[src/rtl/alu_seq_pkg.sv]
// Shared types for the sequential bit-serial ALU (alu_seq) and its slice.
package alu_seq_pkg;

    typedef enum logic [1:0] {
        OP_NOR = 2'b00,
        OP_XOR = 2'b01,
        OP_ADD = 2'b10,
        OP_SUB = 2'b11
    } alu_op_t;

    typedef enum logic [1:0] {
        IDLE = 2'd0,
        RUN  = 2'd1,
        DONE = 2'd2
    } alu_state_t;

    // Carry seeded at accept: user cin for ADD, 1 for SUB (two's complement), else 0.
    function automatic logic init_carry(input alu_op_t op, input logic cin);
        logic c;
        c = 1'b0;
        if (op == OP_ADD)
            c = cin;
        else if (op == OP_SUB)
            c = 1'b1;
        return c;
    endfunction

endpackage

[src/rtl/alu_seq_slice.sv]
// Combinational BITS_PER_CYCLE-wide ALU slice; b is already inverted for SUB.
// Optional ALU_SEQ_FLAGS_EN exposes the slice MSB operand bits for overflow.
module alu_slice
    import alu_seq_pkg::*;
#(
    parameter int BITS_PER_CYCLE = 1
) (
    input  logic [BITS_PER_CYCLE-1:0] a,
    input  logic [BITS_PER_CYCLE-1:0] b,
    input  logic                      cin,
    input  alu_op_t                   op,
    output logic [BITS_PER_CYCLE-1:0] s,
    output logic                      cout
`ifdef ALU_SEQ_FLAGS_EN
    ,
    output logic                      a_msb,
    output logic                      b_msb
`endif
);

    logic [BITS_PER_CYCLE:0] sum;

    always_comb begin
        sum  = {1'b0, a} + {1'b0, b} + {{BITS_PER_CYCLE{1'b0}}, cin};
        s    = sum[BITS_PER_CYCLE-1:0];
        cout = sum[BITS_PER_CYCLE];
        case (op)
            OP_NOR: begin
                s    = ~(a | b);
                cout = 1'b0;
            end
            OP_XOR: begin
                s    = a ^ b;
                cout = 1'b0;
            end
            default: ;
        endcase
    end

`ifdef ALU_SEQ_FLAGS_EN
    assign a_msb = a[BITS_PER_CYCLE-1];
    assign b_msb = b[BITS_PER_CYCLE-1];
`endif

endmodule

[src/rtl/alu_seq.sv]
// Multi-cycle LSB-first ALU with valid/ready on both sides.
// Optional ALU_SEQ_FLAGS_EN adds the zero and ovf flag ports.
module alu_seq
    import alu_seq_pkg::*;
#(
    parameter int WIDTH          = 8,
    parameter int BITS_PER_CYCLE = 1
) (
    input  logic             clk,
    input  logic             rst_n,
    input  logic             in_valid,
    output logic             in_ready,
    input  logic [WIDTH-1:0] a,
    input  logic [WIDTH-1:0] b,
    input  logic             cin,
    input  logic [1:0]       op,
    output logic             out_valid,
    input  logic             out_ready,
    output logic [WIDTH-1:0] s,
    output logic             cout
`ifdef ALU_SEQ_FLAGS_EN
    ,
    output logic             zero,
    output logic             ovf
`endif
);

    localparam int N  = WIDTH / BITS_PER_CYCLE;
    localparam int CW = $clog2(N + 1);
    localparam logic [CW-1:0] FIN        = CW'(N);
    localparam logic [CW-1:0] LAST_SLICE = CW'(N - 1);

    alu_state_t                state;
    alu_op_t                   op_q;
    logic [WIDTH-1:0]          a_sh;
    logic [WIDTH-1:0]          b_sh;
    logic [WIDTH-1:0]          res_sh;
    logic                      carry;
    logic [CW-1:0]             cnt;

    logic [BITS_PER_CYCLE-1:0] bx;
    logic [BITS_PER_CYCLE-1:0] sl_s;
    logic                      sl_cout;
    logic [WIDTH-1:0]          sl_top;
    logic                      accept;

    assign in_ready = (state == IDLE) || (state == DONE && out_ready);
    assign accept   = in_valid && in_ready;
    assign bx       = (op_q == OP_SUB) ? ~b_sh[BITS_PER_CYCLE-1:0] : b_sh[BITS_PER_CYCLE-1:0];
    assign sl_top   = WIDTH'(sl_s) << (WIDTH - BITS_PER_CYCLE);

`ifdef ALU_SEQ_FLAGS_EN
    logic sl_a_msb;
    logic sl_b_msb;
    logic ovf_step;
    logic ovf_q;

    assign ovf_step = (op_q == OP_ADD || op_q == OP_SUB) &&
                      (sl_a_msb == sl_b_msb) && (sl_s[BITS_PER_CYCLE-1] != sl_a_msb);
`endif

    alu_slice #(
        .BITS_PER_CYCLE(BITS_PER_CYCLE)
    ) u_slice (
        .a    (a_sh[BITS_PER_CYCLE-1:0]),
        .b    (bx),
        .cin  (carry),
        .op   (op_q),
        .s    (sl_s),
        .cout (sl_cout)
`ifdef ALU_SEQ_FLAGS_EN
        ,
        .a_msb(sl_a_msb),
        .b_msb(sl_b_msb)
`endif
    );

    // RUN spends N slice cycles (cnt 0..N-1) plus one cycle at cnt==N that
    // publishes the result, giving out_valid N+1 cycles after the accept edge.
    always_ff @(posedge clk or negedge rst_n) begin
        if (!rst_n) begin
            state     <= IDLE;
            op_q      <= OP_NOR;
            a_sh      <= '0;
            b_sh      <= '0;
            res_sh    <= '0;
            carry     <= 1'b0;
            cnt       <= '0;
            out_valid <= 1'b0;
            s         <= '0;
            cout      <= 1'b0;
`ifdef ALU_SEQ_FLAGS_EN
            ovf_q     <= 1'b0;
            zero      <= 1'b0;
            ovf       <= 1'b0;
`endif
        end else if (accept) begin
            state     <= RUN;
            op_q      <= alu_op_t'(op);
            a_sh      <= a;
            b_sh      <= b;
            carry     <= init_carry(alu_op_t'(op), cin);
            cnt       <= '0;
            out_valid <= 1'b0;
        end else begin
            case (state)
                RUN: begin
                    if (cnt != FIN) begin
                        a_sh   <= a_sh >> BITS_PER_CYCLE;
                        b_sh   <= b_sh >> BITS_PER_CYCLE;
                        res_sh <= (res_sh >> BITS_PER_CYCLE) | sl_top;
                        carry  <= sl_cout;
                        cnt    <= cnt + CW'(1);
`ifdef ALU_SEQ_FLAGS_EN
                        if (cnt == LAST_SLICE)
                            ovf_q <= ovf_step;
`endif
                    end else begin
                        s         <= res_sh;
                        cout      <= carry;
                        out_valid <= 1'b1;
                        state     <= DONE;
`ifdef ALU_SEQ_FLAGS_EN
                        zero      <= (res_sh == '0);
                        ovf       <= ovf_q;
`endif
                    end
                end
                DONE: begin
                    if (out_ready) begin
                        out_valid <= 1'b0;
                        state     <= IDLE;
                    end
                end
                default: ;
            endcase
        end
    end

endmodule

[config.mk]
export PLATFORM = sky130hd
export DESIGN_NAME = alu_seq
export DESIGN_NICKNAME = d
export VERILOG_FILES = /design/src/rtl/alu_seq_pkg.sv /design/src/rtl/alu_seq_slice.sv /design/src/rtl/alu_seq.sv
export SDC_FILE = /design/constraint.sdc
export NUM_CORES = 1
export LEC_CHECK = 0
export ABC_AREA = 1
export CORE_ASPECT_RATIO = 1.25
export CORE_MARGIN = 2
export CORE_UTILIZATION = 45
export CTS_CLUSTER_DIAMETER = 200
export DETAILED_ROUTE_END_ITERATION = 10
export PLACE_DENSITY = 0.7
export SYNTH_ARGS = -nofsm -noshare
export SYNTH_HDL_FRONTEND = slang
export SYNTH_SLANG_ARGS = --single-unit
[constraint.sdc]
create_clock -name clk -period 2.04 [get_ports clk]
set_clock_uncertainty 0.2 [all_clocks]
set_input_delay 0.204 -clock clk [delete_from_list [all_inputs] [get_ports clk]]
set_output_delay 0.204 -clock clk [all_outputs]
set_load 0.01 [all_outputs]
== Word level (Yosys, flattened, before mapping) ==
Cells that the tools add are included.

* Output and inout bits: 11
* Logic and storage cells: 67
* Input port bits: 23
* Flip-flop bits (word level): 43

* $add $sub $neg: 3
* Bitwise logic cells: 7
* Reduce and logical (&&, ||, !) cells: 13
* Multiplexer cells: 25
* Eq/ne operators: 9

{| class="wikitable"
|+ Operator list
! kind !! number
|-
| 8-bit two-way mux || 6
|-
| 4-bit two-way mux || 3
|-
| 1-bit two-way mux || 10
|-
| 3-bit AND reduction || 3
|-
| 2-bit == test (second input constant) || 4
|-
| 7-bit by 8-bit OR with 8-bit output || 1
|-
| 2-bit two-way mux || 3
|-
| 3-bit != test (second input constant) || 2
|-
| 4-bit by 1-bit adder with 4-bit output (second input constant) || 1
|-
| 2-bit by 1-bit == test with 1-bit output (second input constant) || 2
|-
| 2-bit zero test || 2
|-
| 4-bit != test (second input constant) || 1
|-
| 1-bit NOT || 4
|-
| 1-bit case mux with 2 select lines || 2
|-
| 2-bit case mux with 2 select lines || 1
|-
| 2-bit nonzero test || 2
|-
| 3-bit nonzero test || 1
|-
| 1-bit by 1-bit adder with 2-bit output || 1
|-
| 2-bit by 1-bit adder with 2-bit output || 1
|-
| 1-bit logical AND || 2
|-
| 2-bit AND reduction || 1
|-
| 2-bit OR reduction || 1
|-
| 1-bit logical OR || 1
|-
| 1-bit OR || 1
|-
| 1-bit XOR || 1
|}

== Longest topological paths before layout ==
Gate-level depths: netlist of run 1.

* Depth after elaboration: 8
* Depth in mapped cells: 9
* Gate-level depth less buffers: 8

== Cells and area by module ==
From an unflattened synthesis of run 1, not the netlist that was laid out.

* Cell total of the unflattened synthesis: 220
* Area total of the unflattened synthesis: 1,911.8 µm²

{| class="wikitable"
|+ By module, submodules not included
! module !! times used !! cells an instance !! area an instance (µm²) !! sequential area each (µm²)
|-
| alu_seq || 1 || 207 || 1,825.5 || 1,051.0
|-
| alu_slice || 1 || 13 || 86.3 || 0.0
|}

== Worst setup path before layout of run 1 ==
No wires, ideal clock.

* Kind: register to register
* Start: register cnt[0]
* End: register a_sh[4]
* Required time: 1,719 ps
* Library setup time: 121 ps
* Path buffers: 1
* Data arrival time: 1,197 ps
* Setup slack: 522 ps
* Stages on the path, launching flop included: 10
* Clock period less this slack: 1,518 ps
* Cells stage by stage: dfrtp_1 -> inv_1 -> ha_1 -> nand3_2 -> nand2_4 -> nand2_8 -> inv_4 -> buf_8 -> nand2_2 -> nand3_2

* Longest elaborated chain between the ends: 3

{| class="wikitable"
|+ Ends and longest elaborated chain
! element !! RTL line !! RTL
|-
| from (decl) || alu_seq.sv:39 || <nowiki>logic [CW-1:0] cnt;</nowiki>
|-
| from (signal assigned) || alu_seq.sv:113 || <nowiki>cnt <= cnt + CW'(1);</nowiki>
|-
| 4-bit != test || alu_seq.sv:108 || <nowiki>if (cnt != FIN) begin</nowiki>
|-
| 2-bit nonzero test (no source line) || -- ||
|-
| 2-bit AND reduction (no source line) || -- ||
|-
| to (signal assigned) || alu_seq.sv:109 || <nowiki>a_sh <= a_sh >> BITS_PER_CYCLE;</nowiki>
|-
| to (decl) || alu_seq.sv:35 || <nowiki>logic [WIDTH-1:0] a_sh;</nowiki>
|}

No other way between the ends.
A chain may end at the register's enable or synchronous reset.

== Worst setup path after layout of run 1 ==
* Start: register state[1]
* End: output port in_ready

* Longest elaborated chain between the ends: 3
* Elaborated cells between the ends (all ways): 4
* Those cells by class: eq/ne (1); reduce/logical (3)

{| class="wikitable"
|+ Ends and longest elaborated chain
! element !! RTL line !! RTL
|-
| from (decl) || alu_seq.sv:33 || <nowiki>alu_state_t state;</nowiki>
|-
| from (signal assigned) || alu_seq.sv:82 || <nowiki>state <= IDLE;</nowiki>
|-
| from (signal assigned) || alu_seq.sv:98 || <nowiki>state <= RUN;</nowiki>
|-
| from (signal assigned) || alu_seq.sv:122 || <nowiki>state <= DONE;</nowiki>
|-
| 2-bit == test || alu_seq.sv:47 || <nowiki>assign in_ready = (state == IDLE) || (state == DONE && out_ready);</nowiki>
|-
| 1-bit logical AND || alu_seq.sv:47 ||
|-
| 1-bit logical OR (*) || alu_seq.sv:47 ||
|-
| to (decl) || alu_seq.sv:12 || <nowiki>output logic in_ready,</nowiki>
|}

Every way passes the cells marked *; elsewhere a longest branch is shown, timed or not.

==> impl_metrics.env, run 1 <==
export IMPL_routed_via_density=4.86
export IMPL_ys_async_sr_fraction=1.00
export IMPL_clock_sinks=42
export IMPL_crit_path_start_kind="flip-flop"
export IMPL_status="finished, final reports clean"
export IMPL_initial_core_util=0.459
export IMPL_insertion_delay_ns=0.29
export IMPL_die_area_um2=4960
export IMPL_grt_pass1_wl_um=6660
export IMPL_setup_violations=0
export IMPL_die_y_um=78.2
export IMPL_routed_wl_um=3600
export IMPL_worstMarginPinSlew_ns=0.525
export IMPL_period_share=0.914
export IMPL_clkPwrFrac=0.415
export IMPL_cts_tree="done"
export IMPL_portBuffers=33
export IMPL_swShare=0.196
export IMPL_syn_cell_area_um2=1980
export IMPL_p_int_mw=1.23
export IMPL_critPathMaxFanout=5
export IMPL_combPwrFrac=0.042
export IMPL_synth_edf_count=0
export IMPL_finalSetupTns_ns=0
export IMPL_drt_iter0_drc=74
export IMPL_nets=288
export IMPL_maxSlewViolCount=0
export IMPL_ys_seq_elements=42
export IMPL_postSynthCellCount=225
export IMPL_ios=34
export IMPL_drive_above_1_share=0.156
export IMPL_rsz0062_at_grt="false"
export IMPL_crit_type="reg2out"
export IMPL_grt_overflow=0
export IMPL_cts_root_buffer_cell="clkbuf_8"
export IMPL_yosys_area_top_type_share=0.530
export IMPL_syn_nets=251
export IMPL_gp_congestion=0.807
export IMPL_hold_slack_ns=0.243
export IMPL_areaGrowthSynthToFinish_pct=24.9
export IMPL_routedWlPerCell_um=11.2
export IMPL_synth_warnings=0
export IMPL_arrival_ns=1.46
export IMPL_rows=27
export IMPL_cts_max_level=2
export IMPL_cap_violations=0
export IMPL_dp_slack_ns=0.257
export IMPL_fillers=426
export IMPL_clk_pin_slew_ns=0.07
export IMPL_grt_max_degree=43
export IMPL_synth_area_leader_cell="dfrtp_1"
export IMPL_synthesis_area_per_instance_um2=8.81
export IMPL_p_per_area_nw_per_um2=619
export IMPL_hold_class="in2reg"
export IMPL_drt_pass1_iter_count=4
export IMPL_layout_cells_most_common_list="nand2_1 (77), dfrtp_1 (42), clkdlybuf4s50_1 (32)"
export IMPL_cp_required_ns=1.64
export IMPL_clock_fmax_ghz=0.536
export IMPL_seqCellArea_um2=1050
export IMPL_antenna_found_initial=0
export IMPL_period_needed_ns=1.87
export IMPL_pwr_share_seq=0.543
export IMPL_final_common_cell="nand2_1"
export IMPL_slew_headroom=0.650
export IMPL_clock_path_buffers=2
export IMPL_ys_flop_type="dfrtp_1"
export IMPL_synth_seq_area_share=0.530
export IMPL_cts_inserted_buffers=5
export IMPL_hold_viol=0
export IMPL_end_kind="primary output"
export IMPL_diodes=0
export IMPL_synth_area_leaders="dfrtp_1 (53%), nand2_1 (15%), nand3_2 (5.0%)"
export IMPL_p_leak_nw=1.10
export IMPL_drc_errors=0
export IMPL_dp_hpwl_um=2520
export IMPL_dieWidth_um=63.4
export IMPL_multi_input_area_um2=782
export IMPL_switching_power_mw=0.300
export IMPL_antenna_left=0
export IMPL_vias=1560
export IMPL_power_mw=1.53
export IMPL_grt_pass1_vias=1592
export IMPL_core_area_um2=4320
export IMPL_max_vdd_ir_drop_mv=0.514
export IMPL_worst_slack_ns=0.175
export IMPL_ys_types=24
export IMPL_grt_use_total=0.169
[final cells by class]
type,count,area share
clock buffer,5,0.0278
clock inverter,3,0.0162
inverter,25,0.0399
multi-input combinational,152,0.316
sequential,42,0.424
tap,58,0.0293
timing repair buffer,36,0.147
[state kept, by name (all words and copies together) (netlist names)]
| register | cells |
|---|---|
| cnt | 4 |
| b_sh | 8 |
| op_q | 2 |
| res_sh | 8 |
| s | 8 |
| carry | 1 |
| a_sh | 8 |
| cout | 1 |
| state | 2 |
[per-stage QoR]
step                      instances  instance area, um2  utilization
after floorplan                 225                1980            -
after global placement          312                2360        0.545
after detailed placement        312                2360        0.545
after CTS                       321                2480        0.573
after global routing            321                2480        0.573
final                           321                2480        0.573
[cell usage after synthesis, types with 3 or more instances]
library cell / n
dfrtp_1: 42
nand3_1: 9
o21ai_1: 8
inv_2: 3
nand3_2: 10
nor2_1: 8
a21oi_1: 3
nand2_2: 11
ha_1: 3
o21ai_0: 13
o211ai_1: 3
inv_1: 20
nand2_1: 77
[metal layers]
| metal | global-route usage | vias up | part of all wire | wire length (um) |
|---|---|---|---|---|
| li1 | - | 782 | - | - |
| met2 | 0.305 | 44 | 0.49 | 1770 |
| met5 | 0 | - | 0 | 0 |
| met4 | 0.0522 | 0 | 0.013 | 45 |
| met1 | 0.195 | 728 | 0.44 | 1590 |
| met3 | 0.0415 | 6 | 0.052 | 188 |
[worst max-delay path: stages, from the launching register on]
cell and delay [ns]:
dfrtp_1 0.45, inv_2 0.08, nor2_2 0.04, nor2_1 0.07, clkdlybuf4s50_1 0.53
[cells by family (layout without fill, tap and decap cells)]
kind of cell / count (synthesis) / after routing / share of synthesized area
flip-flops: 42 / 42 / 0.530
buffers and inverters: 31 / 69 / 0.0757
AO/OA/AOI/OAI: 28 / 28 / 0.0757
adder cells (fa/ha/maj): 3 / 3 / 0.0189
AND/OR/NAND/NOR: 121 / 121 / 0.300
[path summary, 6_finish.rpt]
check	slack (ns)	startpoint	endpoint	depth (start not counted)
max	0.17	state[1]	in_ready	4
min	0.24	b[7]	b_sh[7]	3
max reg2reg	0.34	cnt[0]	a_sh[6]	8
min reg2reg	0.28	b_sh[7]	b_sh[7]	2
max in group asynchronous	0.97	rst_n	cout	3
min in group asynchronous	0.30	rst_n	s[0]	3
[power groups by stage]
stage	logic (mW)	clock network (mW)	registers (mW)
5_1_grt	0.0723	0.702	0.832
4_1_cts	0.0658	0.653	0.832
6_report	0.0640	0.636	0.832
3_5_place_dp	0.0643	0	0.848
2_1_floorplan	0.00345	0	0.849
3_3_place_gp	0.0645	0	0.848
[repair_timing]
item,CTS,global route
setup buffers,0,0
gates resized for setup,0,0
endpoints found under the hold margin,42,0
endpoints found under the setup margin,0,0
hold buffers,1,0
Note: power is estimated with default switching activity, not from simulation.
==> inputs of run 2 (changes only) <==
--- a/config.mk
+++ b/config.mk
@@ -11,6 +11,7 @@
 export CORE_UTILIZATION = 45
 export CTS_CLUSTER_DIAMETER = 200
 export DETAILED_ROUTE_END_ITERATION = 10
+export HOLD_SLACK_MARGIN = 0.02
 export PLACE_DENSITY = 0.7
 export SYNTH_ARGS = -nofsm -noshare
 export SYNTH_HDL_FRONTEND = slang
==> results of run 2 <==
No change in the layout: final DEF, timing and power equal those of run 1.
==> inputs of run 3 (changes only) <==
--- a/config.mk
+++ b/config.mk
@@ -11,6 +11,7 @@
 export CORE_UTILIZATION = 45
 export CTS_CLUSTER_DIAMETER = 200
 export DETAILED_ROUTE_END_ITERATION = 10
+export GPL_TIMING_DRIVEN = 0
 export HOLD_SLACK_MARGIN = 0.02
 export PLACE_DENSITY = 0.7
 export SYNTH_ARGS = -nofsm -noshare
==> run 3 against run 2 <==
Compared with the run above:
- utilization grew 1.1 points
- clock-buffer cell count is the same
- sequential share of layout area fell by 0.82 points
- sequential cell count unchanged
- register-to-register slack gained 0.02 ns
- die area unchanged
- worst setup slack got worse by 0.016 ns
- hold slack worse by 0.14 ns
- via count is 0.19% lower
- global-route usage is 1.3 points higher
- power grew 2.2%
- critical path type unchanged
- largest cell class unchanged
- largest power group unchanged
==> impl_metrics.env, run 3 (synthesis gave the netlist of run 1 again) <==
export IMPL_max_vdd_ir_drop_mv=0.355
export IMPL_cts_inserted_buffers=5
export IMPL_grt_pass1_wl_um=7240
export IMPL_clock_fmax_ghz=0.532
export IMPL_period_needed_ns=1.88
export IMPL_grt_max_degree=34
export IMPL_rrSetupSlack_ns=0.36
export IMPL_die_y_um=78.2
export IMPL_worstMarginPinSlew_ns=0.263
export IMPL_areaGrowthSynthToFinish_pct=27.3
export IMPL_routed_via_density=4.78
export IMPL_drt_iter0_drc=57
export IMPL_arrival_ns=1.48
export IMPL_finalSetupTns_ns=0
export IMPL_routed_wl_um=3790
export IMPL_final_common_cell="nand2_1"
export IMPL_cap_violations=0
export IMPL_routedWlPerCell_um=11.6
export IMPL_initial_core_util=0.459
export IMPL_crit_end="in_ready"
export IMPL_vias=1557
export IMPL_worst_slack_ns=0.159
export IMPL_grt_pass1_vias=1604
export IMPL_layout_cells_most_common_list="nand2_1 (77), dfrtp_1 (42), clkdlybuf4s50_1 (32)"
export IMPL_ios=34
export IMPL_rsz0062_at_grt="false"
export IMPL_insertion_delay_ns=0.30
export IMPL_hold_viol=0
export IMPL_slew_headroom=0.824
export IMPL_period_share=0.922
export IMPL_crit_path_start_kind="flip-flop"
export IMPL_cts_root_buffer_cell="clkbuf_8"
export IMPL_clock_sinks=42
export IMPL_die_area_um2=4960
export IMPL_core_area_um2=4320
export IMPL_antenna_found_initial=0
export IMPL_antenna_left=0
export IMPL_grt_overflow=0
export IMPL_critPathMaxFanout=5
export IMPL_crit_type="reg2out"
export IMPL_cts_setup_buffers=0
export IMPL_cts_max_level=2
export IMPL_gp_congestion=0.738
export IMPL_setup_violations=0
export IMPL_drive_above_1_share=0.172
export IMPL_grt_use_total=0.182
export IMPL_p_leak_nw=1.12
export IMPL_ff2ff_path_depth=9
export IMPL_clock_path_buffers=2
export IMPL_cts_hold_buffers=1
export IMPL_hold_class="in2async"
export IMPL_cp_required_ns=1.64
export IMPL_drt_pass1_iter_count=4
export IMPL_maxSlewViolCount=0
export IMPL_dp_hpwl_um=2720
export IMPL_cts_resized_gates=0
export IMPL_p_per_area_nw_per_um2=620
export IMPL_power_mw=1.57
export IMPL_status="finished, final reports clean"
export IMPL_final_util=0.584
export IMPL_nets=293
export IMPL_clk_pin_slew_ns=0.08
export IMPL_dp_slack_ns=0.263
export IMPL_r2r_start="cnt[0]"
export IMPL_drc_errors=0
export IMPL_portBuffers=33
export IMPL_dieWidth_um=63.4
export IMPL_startpoint="state[1]"
export IMPL_rr_endpoint="a_sh[1]"
export IMPL_end_kind="primary output"
export IMPL_rows=27
export IMPL_cts_tree="done"
export IMPL_diodes=0
[run 3: critical path, cell delays in order, from the launching register on]
cell and delay (ns):
dfrtp_1 0.45, inv_2 0.08, nor2_2 0.03, nor2_1 0.07
clkdlybuf4s50_1 0.54
[run 3: worst min path at each step]
stage                   end  slack [ns]  cells after the start
CTS                  cnt[3]        0.12                      2
finish               cnt[3]        0.10                      2
global route        a_sh[2]        0.13                      2
floorplan           a_sh[0]       -0.29                      0
global placement       s[0]        0.25                      2
detailed placement   cnt[0]       -0.11                      1
[run 3: layout make-up]
class | instances | area, um2
sequential | 42 | 1050
clock buffer | 5 | 68.8
tap | 58 | 72.6
clock inverter | 3 | 45.0
multi-input combinational | 152 | 782
buffer | 6 | 51.3
inverter | 25 | 98.8
fill | 415 | 1800
timing repair buffer | 35 | 355
[run 3: routing by layer]
layer  vias to the layer above  track usage  routed length [um]  part of all wire
met5                         -            0                   0                 0
met4                         0       0.0609                  54             0.014
met3                         6       0.0401                 164             0.043
met2                        37        0.303                1840              0.49
met1                       720        0.235                1730              0.46
li1                        794            -                   -                 -
[run 3: where the power goes]
part	leakage [nW]	switching (mW)	internal, mW
Sequential	0.488	0	0.832
Clock	0.0504	0.302	0.364
Combinational	0.583	0.0252	0.0423
Total	1.12	0.328	1.24
[run 3: stage by stage]
stage / instance area, um2 / hold WS, ns / std cells
after floorplan: 1980 / -0.292 / 225
after global placement: 2390 / 0.252 / 316
after detailed placement: 2400 / -0.110 / 317
after CTS: 2520 / 0.121 / 326
after global routing: 2520 / 0.134 / 326
final: 2520 / 0.104 / 326
